File: src/rtl/vdp_compositor.sv
// vdp_compositor: sprite-over-background pixel compositor with an AHB-Lite
// register block, a frame counter and a frame interrupt.
// The optional collision detector is built only when the macro
// VDP_COMPOSITOR_COLLISION_EN is defined. Without the macro, COLLISION reads 0.
module vdp_compositor #(
  parameter int N_SPRITES = 8,
  parameter int RGB_WIDTH = 3
) (
  input  logic                           clk,
  input  logic                           reset,
  input  logic [31:0]                    HADDR,
  input  logic [1:0]                     HTRANS,
  input  logic                           HSEL,
  input  logic                           HWRITE,
  input  logic                           HREADY,
  input  logic [31:0]                    HWDATA,
  output logic [31:0]                    HRDATA,
  output logic                           HREADYOUT,
  output logic                           HRESP,
  input  logic [N_SPRITES-1:0]           sprite_rgb_en,
  input  logic [N_SPRITES*RGB_WIDTH-1:0] sprite_rgb,
  input  logic                           display_on,
  input  logic                           frame_end,
  output logic [RGB_WIDTH-1:0]           rgb,
  output logic                           irq
);

  localparam logic [2:0] OFS_CTRL      = 3'd0;
  localparam logic [2:0] OFS_BG_COLOR  = 3'd1;
  localparam logic [2:0] OFS_MASK      = 3'd2;
  localparam logic [2:0] OFS_COLLISION = 3'd3;
  localparam logic [2:0] OFS_FRAME_CNT = 3'd4;
  localparam logic [2:0] OFS_IRQ_ACK   = 3'd5;

  // Highest-index enabled sprite wins; background when no sprite is enabled.
  function automatic logic [RGB_WIDTH-1:0] pick_colour(
    input logic [N_SPRITES-1:0]           en,
    input logic [N_SPRITES*RGB_WIDTH-1:0] colours,
    input logic [RGB_WIDTH-1:0]           bg
  );
    logic [RGB_WIDTH-1:0] c;
    c = bg;
    for (int i = 0; i < N_SPRITES; i++) begin
      if (en[i]) begin
        c = colours[i*RGB_WIDTH +: RGB_WIDTH];
      end else begin
        c = c;
      end
    end
    return c;
  endfunction

  // AHB data-phase tracking
  logic                 dph_valid_q, dph_valid_d;
  logic                 dph_write_q, dph_write_d;
  logic [2:0]           dph_addr_q,  dph_addr_d;
  // Register file
  logic                 irq_en_q,    irq_en_d;
  logic [RGB_WIDTH-1:0] bg_q,        bg_d;
  logic [N_SPRITES-1:0] mask_q,      mask_d;
  logic [15:0]          frame_cnt_q, frame_cnt_d;
  logic                 irq_pend_q,  irq_pend_d;
  // Pixel pipeline
  logic [N_SPRITES-1:0]           s1_en_q,   s1_en_d;
  logic [N_SPRITES*RGB_WIDTH-1:0] s1_rgb_q,  s1_rgb_d;
  logic                           s1_disp_q, s1_disp_d;
  logic [RGB_WIDTH-1:0]           rgb_q,     rgb_d;

  logic                 wr_en_s;
  logic [N_SPRITES-1:0] collision_s;
  logic                 unused_bits;

  // Address-phase only feeds HADDR[4:2]; the rest of the bus is decoded elsewhere.
  assign unused_bits = ^{HADDR[31:5], HADDR[1:0], HTRANS[0], HWDATA};

  assign wr_en_s   = dph_valid_q && dph_write_q;
  assign HREADYOUT = 1'b1;
  assign HRESP     = 1'b0;
  assign rgb       = rgb_q;
  assign irq       = irq_pend_q;

  // Next-state for bus tracking, register writes, frame counter, irq and pixel pipeline.
  always_comb begin
    dph_valid_d = dph_valid_q;
    dph_write_d = dph_write_q;
    dph_addr_d  = dph_addr_q;
    irq_en_d    = irq_en_q;
    bg_d        = bg_q;
    mask_d      = mask_q;
    frame_cnt_d = frame_cnt_q;
    irq_pend_d  = irq_pend_q;

    if (HREADY) begin
      dph_valid_d = HSEL && HTRANS[1];
      dph_write_d = HWRITE;
      dph_addr_d  = HADDR[4:2];
    end else begin
      dph_valid_d = dph_valid_q;
    end

    if (wr_en_s) begin
      case (dph_addr_q)
        OFS_CTRL:     irq_en_d = HWDATA[0];
        OFS_BG_COLOR: bg_d     = HWDATA[RGB_WIDTH-1:0];
        OFS_MASK:     mask_d   = HWDATA[N_SPRITES-1:0];
        default:      irq_en_d = irq_en_q;
      endcase
    end else begin
      irq_en_d = irq_en_q;
    end

    if (frame_end) begin
      frame_cnt_d = frame_cnt_q + 16'd1;
    end else begin
      frame_cnt_d = frame_cnt_q;
    end

    // A frame_end with interrupts enabled beats a simultaneous acknowledge.
    if (frame_end && irq_en_q) begin
      irq_pend_d = 1'b1;
    end else if (wr_en_s && (dph_addr_q == OFS_IRQ_ACK)) begin
      irq_pend_d = 1'b0;
    end else begin
      irq_pend_d = irq_pend_q;
    end

    s1_en_d   = sprite_rgb_en & mask_q;
    s1_rgb_d  = sprite_rgb;
    s1_disp_d = display_on;
    if (s1_disp_q) begin
      rgb_d = pick_colour(s1_en_q, s1_rgb_q, bg_q);
    end else begin
      rgb_d = '0;
    end
  end

  // Read mux driven from the registered data-phase address.
  always_comb begin
    HRDATA = 32'd0;
    case (dph_addr_q)
      OFS_CTRL:      HRDATA = {31'd0, irq_en_q};
      OFS_BG_COLOR:  HRDATA = 32'(bg_q);
      OFS_MASK:      HRDATA = 32'(mask_q);
      OFS_COLLISION: HRDATA = 32'(collision_s);
      OFS_FRAME_CNT: HRDATA = {16'd0, frame_cnt_q};
      default:       HRDATA = 32'd0;
    endcase
  end

  // State registers; reset also drops any in-flight data phase.
  always_ff @(posedge clk or posedge reset) begin
    if (reset) begin
      dph_valid_q <= 1'b0;
      dph_write_q <= 1'b0;
      dph_addr_q  <= 3'd0;
      irq_en_q    <= 1'b0;
      bg_q        <= '0;
      mask_q      <= '1;
      frame_cnt_q <= 16'd0;
      irq_pend_q  <= 1'b0;
      s1_en_q     <= '0;
      s1_rgb_q    <= '0;
      s1_disp_q   <= 1'b0;
      rgb_q       <= '0;
    end else begin
      dph_valid_q <= dph_valid_d;
      dph_write_q <= dph_write_d;
      dph_addr_q  <= dph_addr_d;
      irq_en_q    <= irq_en_d;
      bg_q        <= bg_d;
      mask_q      <= mask_d;
      frame_cnt_q <= frame_cnt_d;
      irq_pend_q  <= irq_pend_d;
      s1_en_q     <= s1_en_d;
      s1_rgb_q    <= s1_rgb_d;
      s1_disp_q   <= s1_disp_d;
      rgb_q       <= rgb_d;
    end
  end

`ifdef VDP_COMPOSITOR_COLLISION_EN
  // True when two or more bits are set.
  function automatic logic multi_hit(input logic [N_SPRITES-1:0] v);
    return (v & (v - N_SPRITES'(1))) != '0;
  endfunction

  logic [N_SPRITES-1:0] coll_q, coll_d;
  logic [N_SPRITES-1:0] live_q, live_d;
  logic [N_SPRITES-1:0] hit_s;

  // Accumulate overlaps over the frame, then hand them to COLLISION at frame_end.
  always_comb begin
    coll_d = coll_q;
    live_d = live_q;
    if (s1_disp_q && multi_hit(s1_en_q)) begin
      hit_s = s1_en_q;
    end else begin
      hit_s = '0;
    end
    if (wr_en_s && (dph_addr_q == OFS_COLLISION)) begin
      coll_d = coll_q & ~HWDATA[N_SPRITES-1:0];
    end else begin
      coll_d = coll_q;
    end
    if (frame_end) begin
      coll_d = coll_d | live_q | hit_s;
      live_d = '0;
    end else begin
      live_d = live_q | hit_s;
    end
  end

  // Collision state registers.
  always_ff @(posedge clk or posedge reset) begin
    if (reset) begin
      coll_q <= '0;
      live_q <= '0;
    end else begin
      coll_q <= coll_d;
      live_q <= live_d;
    end
  end

  assign collision_s = coll_q;
`else
  assign collision_s = '0;
`endif

endmodule

File: config.mk
export PLATFORM = sky130hd
export DESIGN_NAME = vdp_compositor
export DESIGN_NICKNAME = d
export VERILOG_FILES = /design/src/rtl/vdp_compositor.sv
export SDC_FILE = /design/constraint.sdc
export NUM_CORES = 1
export LEC_CHECK = 0
export BUFFER_PORTS_ARGS = -buffer_cell sky130_fd_sc_hd__buf_2
export CAP_MARGIN = 5
export CORE_AREA = 2 2 82 84
export CTS_BUF_LIST = sky130_fd_sc_hd__clkbuf_8
export DETAILED_ROUTE_END_ITERATION = 16
export DIE_AREA = 0 0 84 86
export GPL_TIMING_DRIVEN = 0
export PLACE_DENSITY = 0.93
export REMOVE_ABC_BUFFERS = 1
export SLEW_MARGIN = 10
export SYNTH_ARGS = -nofsm -noshare
export SYNTH_HDL_FRONTEND = slang
export SYNTH_SLANG_ARGS = --single-unit
export TNS_END_PERCENT = 10
File: constraint.sdc
create_clock -name clk -period 3 [get_ports clk]
set_input_delay 0.6 -clock clk [delete_from_list [all_inputs] [get_ports clk]]
set_output_delay 0.6 -clock clk [all_outputs]
set_load 0.05 [all_outputs]
# After elaboration in Yosys (flattened, before gate mapping)
# Cells that the tools add are included.
[word_totals] wordCells=39 in_bits=105 reg_bits=70
[classes] add_sub_neg=1 mux=12 n_bitwise=1 n_eq_ne=4 reduce_logical=9
[op_table] op="$pmux 16 s4" n=1
[op_table] op="$mux 3" n=9
[op_table] op="$add 16x1->16 const B" n=1
[op_table] op="$and 8x8->8" n=1
[op_table] op="$eq 3x3->1 const B" n=2
[op_table] op="$reduce_and 2->1" n=3
[op_table] op="$logic_and 1x1->1" n=4
[op_table] op="$eq 3x1->1 const B" n=1
[op_table] op="$eq 3x2->1 const B" n=1
[op_table] op="$logic_not 3->1" n=1
[op_table] op="$mux 1" n=2
[op_table] op="$reduce_bool 2->1" n=1

# Logic depth before layout (Yosys ltp)
[logic_depth] word_depth=9 mapped_depth=5

# Worst setup path before layout
# No wires, ideal clock.
[synth_timing] kind="flip-flop to output port" startpoint="reg dph_addr_q[1]" endpoint="out HRDATA[1]" stages_incl_launch_ff=5 t_arrival_ns=1.993 path_buffers=1 path_slack_ns=0.407 path_cell_list="dfrtp_1 > and2b_2 > clkbuf_1 > a22oi_1 > o21ai_0"
[synth_between] elab_chain_cells=2 word_cells_on_any_way=5
[synth_lines] item="from (decl)" line="56" text="logic [2:0] dph_addr_q, dph_addr_d;"
[synth_lines] item="from (signal assigned)" line="168" text="dph_addr_q <= dph_addr_d;"
[synth_lines] item="$eq 3x3->1, or another cell as far along" line="140" text="case (dph_addr_q)"
[synth_lines] item="$pmux 16 s4 (*)" line="140"
[synth_lines] item="to (decl)" line="17" text="output logic [31:0] HRDATA,"
# Every way passes the cells marked *; elsewhere a longest branch is shown, timed or not.

# Worst setup path in the final report
[layout_timing] startpoint="reg dph_addr_q[0]" endpoint="out HRDATA[1]"
# The elaborated chain is that of the path after synthesis.

==> metrics <==
outcome finished, final reports clean; total power draw between 2 and 3 mW; CTS Root Cell clkbuf_8; Worst Path Buf+Inv 1; synthesis-to-finish area growth 19.2%; Ports 143; worst-margin pin slew 0.833 ns; H-tree depth 3; register bit total from synthesis 70; RSZ-0062 raised after global routing false; Placer Congestion 0.872; clock tree buffer depth 2; Core ar. 6280 sq um; largest cells by area after synthesis dfrtp_1 52%, dfstp_2 7.1%, mux2_2 6.4%; vias post-DR 2003; worst hold slack 0.360 ns; Clock transition at path regs about 0.07 ns; fin util between 50% and 60%; global route overflow 0; fin nets 430; # DRC 0; post-DP HPWL 4350 um; Starting Density 47.4%; gr usage total 17.6%; first-pass GRT wire length 9700 um; CTS tree done; Die Height 86 um; port bufs 70; drt pass-1 iters 4; Routed Antenna Nets 0; dpl cell area ~3300 sq um; worst vdd ir 0.436 mV; CP Capture Type primary output; WL/cell 14.4 um; vias in the first global route between 2k and 2.5k; Hold Path Class in2reg; crit path cell chain and2b_2 > nor2b_1 > nand2_1 > o21ai_0 > buf_2; share of layout cells above drive strength 1 35.9%; diode count 0; Fin Clk Skew 0.00683 ns; Setup Viol. Count Final 0; worst-path fanout max 13; Ys Warns 0; die area 7220 sq um; kind of cell adding the most delay to the critical path flip-flops; final hold violation count 0; max cap viols 0; clk_lat worst skew 0.34 ns; Pleak 1.71 nW; post-synth cell types 36; final instance area 3550 sq um; crit share post-route a little under nine tenths; largest net degree at the start of global routing 71; vias per cell 4.93; Critical Path AT 1.97 ns; post-CTS resize count 0; routed wire length 5870 um; Slew headroom 44.5%; Cell Pwr Density 753 nW/um^2; slowest library cell on the worst path dfrtp_1; min Tclk post-route 2.57 ns; Initial DRC Count 63; fmax 0.390 GHz; CP Launch Type flop; Crit Path Class reg2out; sequential fraction of the synthesis area 59.2%; Setup Slack @ Placement 0.807 ns; CP max stage delay about 0.63 ns; setup slack after layout 0.433 ns; fin. max-slew vios 0; Placement Rows 29; cts bufs inserted 9; worst path required time 2.40 ns; top cell type's share of synthesized area 52.1%; Syn Inst Count between 200 and 300; syn_area_per_cell around 12 sq um; DIE WIDTH around 84 um; post-CTS setup buffers 0; Netlist Area Pre-Place 2980 sq um; clock sink count 70; initial antenna violation count 0; area leader, netlist dfrtp_1; CTS Hold Buffers Added 0
## state kept, by name (all words and copies together), names as in the netlist
name and cells:
dph_valid_q 1, dph_addr_q 3, s1_rgb_q 24, s1_en_q 8, irq 1, bg_q 3
irq_en_q 1, rgb 3, s1_disp_q 1, mask_q 8, dph_write_q 1, frame_cnt_q 16
## metrics by stage
step / cells / setup TNS, ns
floorplan: 243 / 0
global placement: 390 / -1.46
detailed placement: 390 / 0
CTS: 406 / 0
global route: 406 / 0
finish: 406 / 0
## kinds of logic (layout without fill, tap and decap cells)
group           count (synthesis)  after routing  synth area share [%]
mux                            21             21                  7.78
xor+xnor                       15             15                  4.41
compound gates                 34             34                  7.61
other cells                     2             18                 0.252
buf+inv                        29             92                  6.18
fa+ha+maj                       1              1                 0.420
simple gates                   78             78                  14.2
flops                          70             70                  59.2
## worst register-to-register path: stages, from the launching register on
cell,delay (ns)
dfrtp_1,0.63
and2b_2,0.23
nor2b_1,0.25
and2b_1,0.22
mux2_2,0.35
## area by class of cell
class / count / area [sq um]
multi-input combinational: 167 / 1090
clock buffer: 10 / 138
timing repair buffer: 70 / 350
tap: 77 / 96.3
inverter: 6 / 25.0
fill: 534 / 2730
sequential: 70 / 1760
clock inverter: 6 / 85.1
## placed cells by master (no fill, tap or decap), types with 3 or more instances in the layout
cell type	instances
dfrtp_1	62
mux2_2	17
dfstp_2	8
buf_2	70
clkbuf_8	10
nor2_1	10
nor2b_1	4
inv_1	5
nand2_1	22
a21oi_1	7
mux2i_1	4
xor2_1	3
conb_1	18
and3_1	3
o21ai_0	10
and2_1	17
a22oi_1	7
nand4_1	5
a211oi_1	3
nand3_1	6
xnor2_1	12
## report_power, final
| part | internal (mW) | switching (mW) |
|---|---|---|
| Combinational | 0.228 | 0.337 |
| Clock | 0.487 | 0.344 |
| Sequential | 1.12 | 0.150 |
## synthesized netlist by cell type
cell type,n
nor2_1,10
a211oi_1,3
o311ai_0,2
nor4_1,1
nand4_1,5
buf_4,18
and2b_2,2
xnor2_1,12
a22oi_1,7
and2b_1,2
o2111ai_1,1
o31a_1,1
o221a_2,2
o21ai_0,10
mux2i_1,4
nor2b_1,4
and3_1,3
dfstp_2,8
nor3_1,2
conb_1,2
ha_1,1
nor2b_2,1
nand3_1,6
mux2_2,17
buf_6,1
nor3b_1,1
inv_1,6
clkbuf_1,4
nor3b_4,1
dfrtp_1,62
and2_1,17
nand2_1,22
nand2b_1,1
xor2_1,3
a21oi_1,7
a22o_1,1
## metal layers
layer	global-route usage [%]	share of wire (%)	routed length, um	vias up
met5	0	0	0	-
met4	5.72	1.2	68	0
met3	5.77	7.2	423	7
met2	28.8	49	2850	79
met1	22.2	43	2520	953
li1	-	-	-	964
## final timing paths
| check | slack, ns | cells past startpoint | startpoint | endpoint |
|---|---|---|---|---|
| worst max-delay path | 0.43 | 5 | dph_addr_q[0] | HRDATA[1] |
| worst min-delay path | 0.36 | 1 | sprite_rgb[22] | s1_rgb_q[22] |
| worst max register to register | 1.21 | 4 | dph_addr_q[0] | bg_q[2] |
| worst min register to register | 0.49 | 1 | frame_cnt_q[15] | frame_cnt_q[15] |
| max in group asynchronous | 2.03 | 2 | reset | s1_rgb_q[5] |
| min in group asynchronous | 0.42 | 2 | reset | bg_q[0] |
Power figures use the tool's default switching activity.
